### config.mk
export PLATFORM = sky130hd
export DESIGN_NAME = conv_ibuf
export DESIGN_NICKNAME = d
export VERILOG_FILES = /design/src/rtl/conv_ibuf.sv
export SDC_FILE = /design/constraint.sdc
export NUM_CORES = 2
export LEC_CHECK = 0
export BUFFER_PORTS_ARGS = -buffer_cell sky130_fd_sc_hd__buf_2
export CAP_MARGIN = 20
export CORE_MARGIN = 5
export CORE_UTILIZATION = 37
export CTS_CLUSTER_DIAMETER = 50
export CTS_CLUSTER_SIZE = 25
export DETAILED_ROUTE_END_ITERATION = 12
export PLACE_DENSITY = 0.62
export SLEW_MARGIN = 15
export SYNTH_ARGS = -nofsm -noshare
export SYNTH_HDL_FRONTEND = slang
export SYNTH_SLANG_ARGS = --single-unit
### constraint.sdc
create_clock -name clk -period 2.3 [get_ports clk]
set_clock_uncertainty 0.05 [all_clocks]
set_input_delay 0.23 -clock clk [delete_from_list [all_inputs] [get_ports clk]]
set_output_delay 0.23 -clock clk [all_outputs]
set_load 0.01 [all_outputs]
### src/rtl/conv_ibuf.sv
// Streaming line buffer that freezes and presents each K x K x C convolution window to conv_ctrl.
// Optional CONV_IBUF_STATS_EN adds o_window_count, a free-running count of acknowledged windows.
module conv_ibuf #(
  parameter int unsigned datatype_size  = 8,
  parameter int unsigned input_channels = 5,
  parameter int unsigned kernel_dim     = 3,
  parameter int unsigned image_width    = 8,
  parameter int unsigned image_height   = 8
) (
  input  logic                     clk,
  input  logic                     rst,
  input  logic                     i_valid,
  input  logic [datatype_size-1:0] i_data,
  output logic                     o_ready,
  output logic                     o_start,
  input  logic                     i_ctrl_busy,
  output logic [datatype_size-1:0] o_data [input_channels*kernel_dim*kernel_dim],
  output logic                     o_frame_done
`ifdef CONV_IBUF_STATS_EN
  ,
  output logic [31:0]              o_window_count
`endif
);

  localparam int unsigned input_size = input_channels * kernel_dim * kernel_dim;
  localparam int unsigned buf_depth  =
      ((kernel_dim - 1) * image_width + kernel_dim) * input_channels;
  localparam int unsigned ChW  = (input_channels > 1) ? $clog2(input_channels) : 1;
  localparam int unsigned ColW = (image_width > 1) ? $clog2(image_width) : 1;
  localparam int unsigned RowW = (image_height > 1) ? $clog2(image_height) : 1;

  typedef enum logic [1:0] {StFill, StIssue, StDrain} state_e;

  state_e state_q, state_d;

  logic [datatype_size-1:0] sr_q [buf_depth];
  logic [ChW-1:0]           ch_q;
  logic [ColW-1:0]          col_q;
  logic [RowW-1:0]          row_q;
  logic ready_q, start_q, frame_done_q, last_q;
  logic ready_d, start_d, frame_done_d;
  logic accept, ch_max, col_max, row_max, win_done;

  assign accept   = i_valid & ready_q;
  assign ch_max   = (ch_q == ChW'(input_channels - 1));
  assign col_max  = (col_q == ColW'(image_width - 1));
  assign row_max  = (row_q == RowW'(image_height - 1));
  assign win_done = ch_max && (col_q >= ColW'(kernel_dim - 1)) &&
                    (row_q >= RowW'(kernel_dim - 1));

  always_ff @(posedge clk or negedge rst) begin
    if (!rst) begin
      for (int i = 0; i < int'(buf_depth); i++) sr_q[i] <= '0;
    end else if (accept) begin
      sr_q[0] <= i_data;
      for (int i = 1; i < int'(buf_depth); i++) sr_q[i] <= sr_q[i-1];
    end
  end

  // Raster position of the element being accepted: channel fastest, then column, then row.
  always_ff @(posedge clk or negedge rst) begin
    if (!rst) begin
      ch_q  <= '0;
      col_q <= '0;
      row_q <= '0;
    end else if (accept) begin
      if (ch_max) begin
        ch_q <= '0;
        if (col_max) begin
          col_q <= '0;
          row_q <= row_max ? '0 : row_q + 1'b1;
        end else begin
          col_q <= col_q + 1'b1;
        end
      end else begin
        ch_q <= ch_q + 1'b1;
      end
    end
  end

  always_ff @(posedge clk or negedge rst) begin
    if (!rst) begin
      state_q      <= StFill;
      ready_q      <= 1'b0;
      start_q      <= 1'b0;
      frame_done_q <= 1'b0;
      last_q       <= 1'b0;
    end else begin
      state_q      <= state_d;
      ready_q      <= ready_d;
      start_q      <= start_d;
      frame_done_q <= frame_done_d;
      if (state_q == StFill && accept && win_done) last_q <= ch_max && col_max && row_max;
    end
  end

  always_comb begin
    state_d = state_q;
    unique case (state_q)
      StFill:  if (accept && win_done) state_d = StIssue;
      StIssue: if (i_ctrl_busy) state_d = StDrain;
      StDrain: if (!i_ctrl_busy) state_d = StFill;
      default: state_d = StFill;
    endcase
  end

  always_comb begin
    ready_d      = (state_d == StFill);
    start_d      = (state_d == StIssue);
    frame_done_d = (state_q == StDrain) && !i_ctrl_busy && last_q;
  end

  assign o_ready      = ready_q;
  assign o_start      = start_q;
  assign o_frame_done = frame_done_q;

  // ky = 0 is the oldest (top) row of the window, so it sits deepest in the shift register.
  for (genvar ky = 0; ky < int'(kernel_dim); ky++) begin : g_ky
    for (genvar kx = 0; kx < int'(kernel_dim); kx++) begin : g_kx
      for (genvar c = 0; c < int'(input_channels); c++) begin : g_c
        assign o_data[(ky * kernel_dim + kx) * input_channels + c] =
            sr_q[((kernel_dim - 1 - ky) * image_width + (kernel_dim - 1 - kx)) * input_channels
                 + (input_channels - 1 - c)];
      end
    end
  end

`ifdef CONV_IBUF_STATS_EN
  logic [31:0] window_count_q;

  always_ff @(posedge clk or negedge rst) begin
    if (!rst) begin
      window_count_q <= '0;
    end else if (state_q == StIssue && i_ctrl_busy) begin
      window_count_q <= window_count_q + 32'd1;
    end
  end

  assign o_window_count = window_count_q;
`endif

endmodule

# Yosys cells after proc, flatten, opt, wreduce, memory -nomap -nowiden
# Cells that the tools add are included.
dict set report op_classes {
  div_mod_pow 0
  mul 0
  n_addsub 3
  n_lt_le_gt_ge 2
  n_eq_ne 6
  reduce_logical 14
  muxes 7
  shifts 0
  bitwise_logic 1
}
# cell n
set op_table {}
lappend op_table {{adder 3 x 1 -> 3 bit, second input constant} 3}
lappend op_table {{equality test 3 bit, second input constant} 3}
lappend op_table {{logical AND 1 bit} 9}
lappend op_table {{2-to-1 mux 3 bit} 3}
lappend op_table {{>= comparator 3 x 2 -> 1 bit, second input constant} 2}
lappend op_table {{2-to-1 mux 2 bit} 3}
lappend op_table {{one-hot mux 2 bit (3 select lines)} 1}
lappend op_table {{equality test 2 x 1 -> 1 bit, second input constant} 2}
lappend op_table {{logical NOT 2 bit} 2}
lappend op_table {{AND reduction 3 bit} 1}
lappend op_table {{equality test 2 bit, second input constant} 1}
lappend op_table {{AND reduction 2 bit} 1}
lappend op_table {{bitwise AND 1 bit} 1}
lappend op_table {{logical NOT 1 bit} 1}
dict set report totals {
  in_bits 12
  output_inout_bits 363
  memories 0
  ff_bits 775
  latchBits 0
  romBits 0
  wordCells 136
  ramBits 0
}

# Logic depth before layout (Yosys ltp)
dict set report depth {
  ltp_word 7
  mapped_depth 6
  depth_no_buf 5
}

# Worst setup path before layout
# No wires, ideal clock.
dict set report synth_path {
  path_type {register to register}
  startpoint {reg ch_q[0]}
  endpoint {reg last_q}
  synth_period_minus_slack_ps 1513
  path_slack_ps 787
  path_buffers 0
  required_time_ps 2171
  t_arrival_ps 1383
  stages_incl_launch_ff 6
  setup_ps 79
  path_cell_list {dfrtp_1 inv_1 ha_1 nand4_2 nor4b_4 mux2i_1}
}
dict set report synth_between {
  elab_chain_len 4
  word_cells_on_any_way 6
  classes_between {eq/ne (1); reduce/logical (5)}
}
# element line
set synth_lines {}
lappend synth_lines {{start, declared} 37} ;# logic [ChW-1:0] ch_q;
lappend synth_lines {{start signal, assigned} 76} ;# ch_q <= ch_q + 1'b1;
lappend synth_lines {{equality test 3 bit (*)} 45} ;# assign ch_max = (ch_q == ChW'(input_channels - 1));
lappend synth_lines {{logical AND 1 bit (2 in a row)} 48} ;# assign win_done = ch_max && (col_q >= ColW'(kernel_dim - 1)) &&
lappend synth_lines {{logical AND 1 bit} 93} ;# if (state_q == StFill && accept && win_done) last_q <= ch_max && col_max && row_max;
lappend synth_lines {{end signal, assigned} 93}
lappend synth_lines {{end, declared} 40} ;# logic ready_q, start_q, frame_done_q, last_q;
# Every way passes the cells marked *; elsewhere a longest branch is shown, timed or not.
# A chain may end at the register's enable or synchronous reset.

# Final worst setup path
dict set report layout_path {
  startpoint {reg ready_q (netlist: o_ready)}
  endpoint {reg sr_q, in the netlist o_data[263]}
}
dict set report layout_between {
  elab_chain_len 1
}
# element line
set layout_lines {}
lappend layout_lines {{start, declared} 40}
lappend layout_lines {{start signal, assigned} 90} ;# ready_q <= ready_d;
lappend layout_lines {{bitwise AND 1 bit} 44} ;# assign accept = i_valid & ready_q;
lappend layout_lines {{end, declared} 36} ;# logic [datatype_size-1:0] sr_q [buf_depth];
# No other way between the ends.

==> summary.txt <==
Run status
  • Outcome: completed

Global routing
  • Met1 layer usage reported by global route: 0.194
  • GRT Resource Usage Total: 0.142
  • Busiest layer in global routing: met2
  • Global route overflow: 0
  • First-pass GRT wire length: 110000 um
  • Met3 Usage GRT: 0.0335
  • Pin count of the biggest net entering global routing: 146
  • Vias in the first global route: 21045
  • GR Util met2: 0.226
  • Initial antenna violation count: 0

Critical path
  • Critical path type: reg -> reg
  • CP Launch Type: flop
  • CP Capture Type: flop
  • Worst EP required: 2820 ps
  • Reg2reg start: o_ready
  • Reg2reg end: o_data[263]
  • R2r setup slk: roughly 580 ps
  • Data arrival time of the critical path: 2250 ps
  • Crit Path Max Fanout: 51
  • Worst reg2reg path depth: 5

Synth
  • Yosys top cell area share: 0.610
  • Netlist Area Pre-Place: 0.0318 mm2
  • Largest family of logic cells by synthesized area: simple AND/OR/NAND/NOR gates
  • Post-synthesis simple-gate area fraction: 0.273
  • Fraction of the mapped netlist area in adder cells: 0.00275
  • Synth Area in Compound Gates: 0.00189
  • Ys Warns: 0
  • Largest cells by area after synthesis: dfrtp_1, nand2_1, buf_4
  • XOR/XNOR share of the synthesized area: 0.000275
  • Syn Nets: 3650
  • Mean Syn Cell Area: 8.76 um2
  • Sequential fraction of the synthesis area: 0.610
  • Mux share of post-synthesis cell area: 0.00173
  • Seq cells post-synth: a little under 800
  • Netlist cell types: 25
  • Cell taking the most area after synthesis: dfrtp_1
  • Gate count after technology mapping: about 3600

Route
  • DRT antenna net count: 0
  • Vias/cell: 4.41
  • Vias: about 21000
  • Mean routed wirelength per cell: 13.6 um
  • Post-route DRC: 0
  • Final wirelength: about 66000 um
  • Drt first-iter violations: 1354
  • 1st-pass router iterations: 5

Placed design
  • DP Worst Slack: between 500 and 600 ps
  • Hpwl dp: approximately 42000 um
  • RePlAce Congestion: 0.768
  • Port Buffers: 374

Clock network
  • Clock buffer depth: 3
  • Worst-Skew Late Latency: roughly 650 ps
  • Root Buffer: clkbuf_16
  • H-tree levels: 3
  • Clk sink count: 775
  • Worst-path clk slew: ~70 ps
  • Post_cts resized: 0
  • CTS tree: yes
  • TritonCTS buffer count: 92

Timing
  • Fin crit share: 0.750
  • Least-Margin Pin Slew: 679 ps
  • Final setup margin: 575 ps
  • Fin. max-slew vios: 0
  • Tmin final: 1720 ps
  • Worst Hold Slack: 89.2 ps
  • Setup TNS: 0 ps
  • Fin. Hold Viols: 0
  • Final setup fails: 0
  • F_max: 580 MHz
  • Unrepaired setup endpoints after global routing: false
  • Max-slew headroom: 0.548

Pwr
  • Leakage: between 20 and 25 nW
  • Power Density: 897 mW/mm2
  • Peak VDD IR: 0.703 mV

Layout
  • Commonest non-fill, non-tap cell in the layout: nand2_1
  • Area Growth Syn to Fin: 12.7%
  • Antenna diodes: 0
  • Leading cell types in the layout, fill and taps excluded: nand2_1, dfrtp_1, buf_2
  • Ratio of cells with drive above 1 in the final layout: 0.165
  • Fin nets: 3672

Floorplan
  • Chip width: 303 um
  • Core Footprint: 0.0853 mm2
  • DIE HEIGHT: 303 um
  • I/O Pins: 375
  • Full die area: 0.0919 mm2
  • Number of cell rows: 107
  • Initial Utilization: 0.373

Worst hold path
  • Worst min path class: in -> async

Flow run
  • Max Cap Violations: 0
## power breakdown
group	total [mW]	switching [mW]	internal (mW)
logic	2.12	1.44	0.683
clock network	15.2	6.52	8.71
registers	14.8	0.507	14.3
## cell usage after synthesis
| cell | count |
|---|---|
| a211oi_1 | 1 |
| a21o_1 | 1 |
| a21oi_1 | 1 |
| a2bb2oi_1 | 2 |
| and2_1 | 2 |
| buf_2 | 132 |
| buf_4 | 360 |
| clkbuf_1 | 37 |
| dfrtp_1 | 775 |
| ha_1 | 7 |
| inv_1 | 4 |
| mux2_2 | 4 |
| mux2i_1 | 1 |
| nand2_1 | 2285 |
| nand3_1 | 1 |
| nand4_1 | 1 |
| nand4_2 | 1 |
| nor2_1 | 3 |
| nor2b_1 | 4 |
| nor3_1 | 2 |
| nor3b_1 | 1 |
| nor4b_4 | 1 |
| o21a_1 | 1 |
| o21ai_0 | 3 |
| xnor2_1 | 1 |
## cells by family after synthesis
family / Yosys count
compound gates: 9
fa+ha+maj: 7
simple gates: 2301
xor+xnor: 1
flops: 775
buf+inv: 533
mux: 5
## through the flow
stage                     instances   util  total power [mW]  cell area (um2)
after floorplan                3631      -              16.5            31800
after global placement         4692  0.381              17.2            32500
after detailed placement       4692  0.381              17.2            32500
after CTS                      4873  0.421              32.7            35900
after global routing           4873  0.421              33.7            35900
final                          4873  0.421              32.2            35900
## critical path, cell delays in order, from the launching register on
cell and delay [ps]:
dfrtp_1 450, and2_4 310, buf_12 260, buf_4 380
nand2_1 100, nand2_1 70
## layer usage
layer	up-vias	wire (um)
met1	10336	29800
met2	408	30500
li1	10632	-
met4	0	1640
met5	-	0
met3	97	4170
## repair_timing
action                                 in CTS  in global routing
buffers inserted                            0                  0
hold buffers                               11                  0
endpoints found under the hold margin     223                  0
## cell type report
class / count / area (um2)
fillers: 8400 / 49400
flip-flops and latches: 775 / 19400
multi-input cells: 2323 / 8910
repair buffers: 457 / 2830
clock buffers: 105 / 2410
well taps: 1144 / 1430
clock inverters: 65 / 870
inverters: 4 / 15.0
## worst max path at each step
stage	start	end
2_1_floorplan	ch_q[0]	last_q
3_3_place_gp	o_ready	o_data[43]
3_5_place_dp	o_ready	o_data[263]
4_1_cts	o_ready	o_data[263]
5_1_grt	o_ready	o_data[52]
6_report	o_ready	o_data[263]
## registers in the layout (all words and copies together) (netlist names)
register,count
o_data,360
o_frame_done,1
row_q,3
sr_q,400
ch_q,3
state_q,2
o_start,1
col_q,3
o_ready,1
last_q,1
Note: power is estimated with default switching activity, not from simulation.
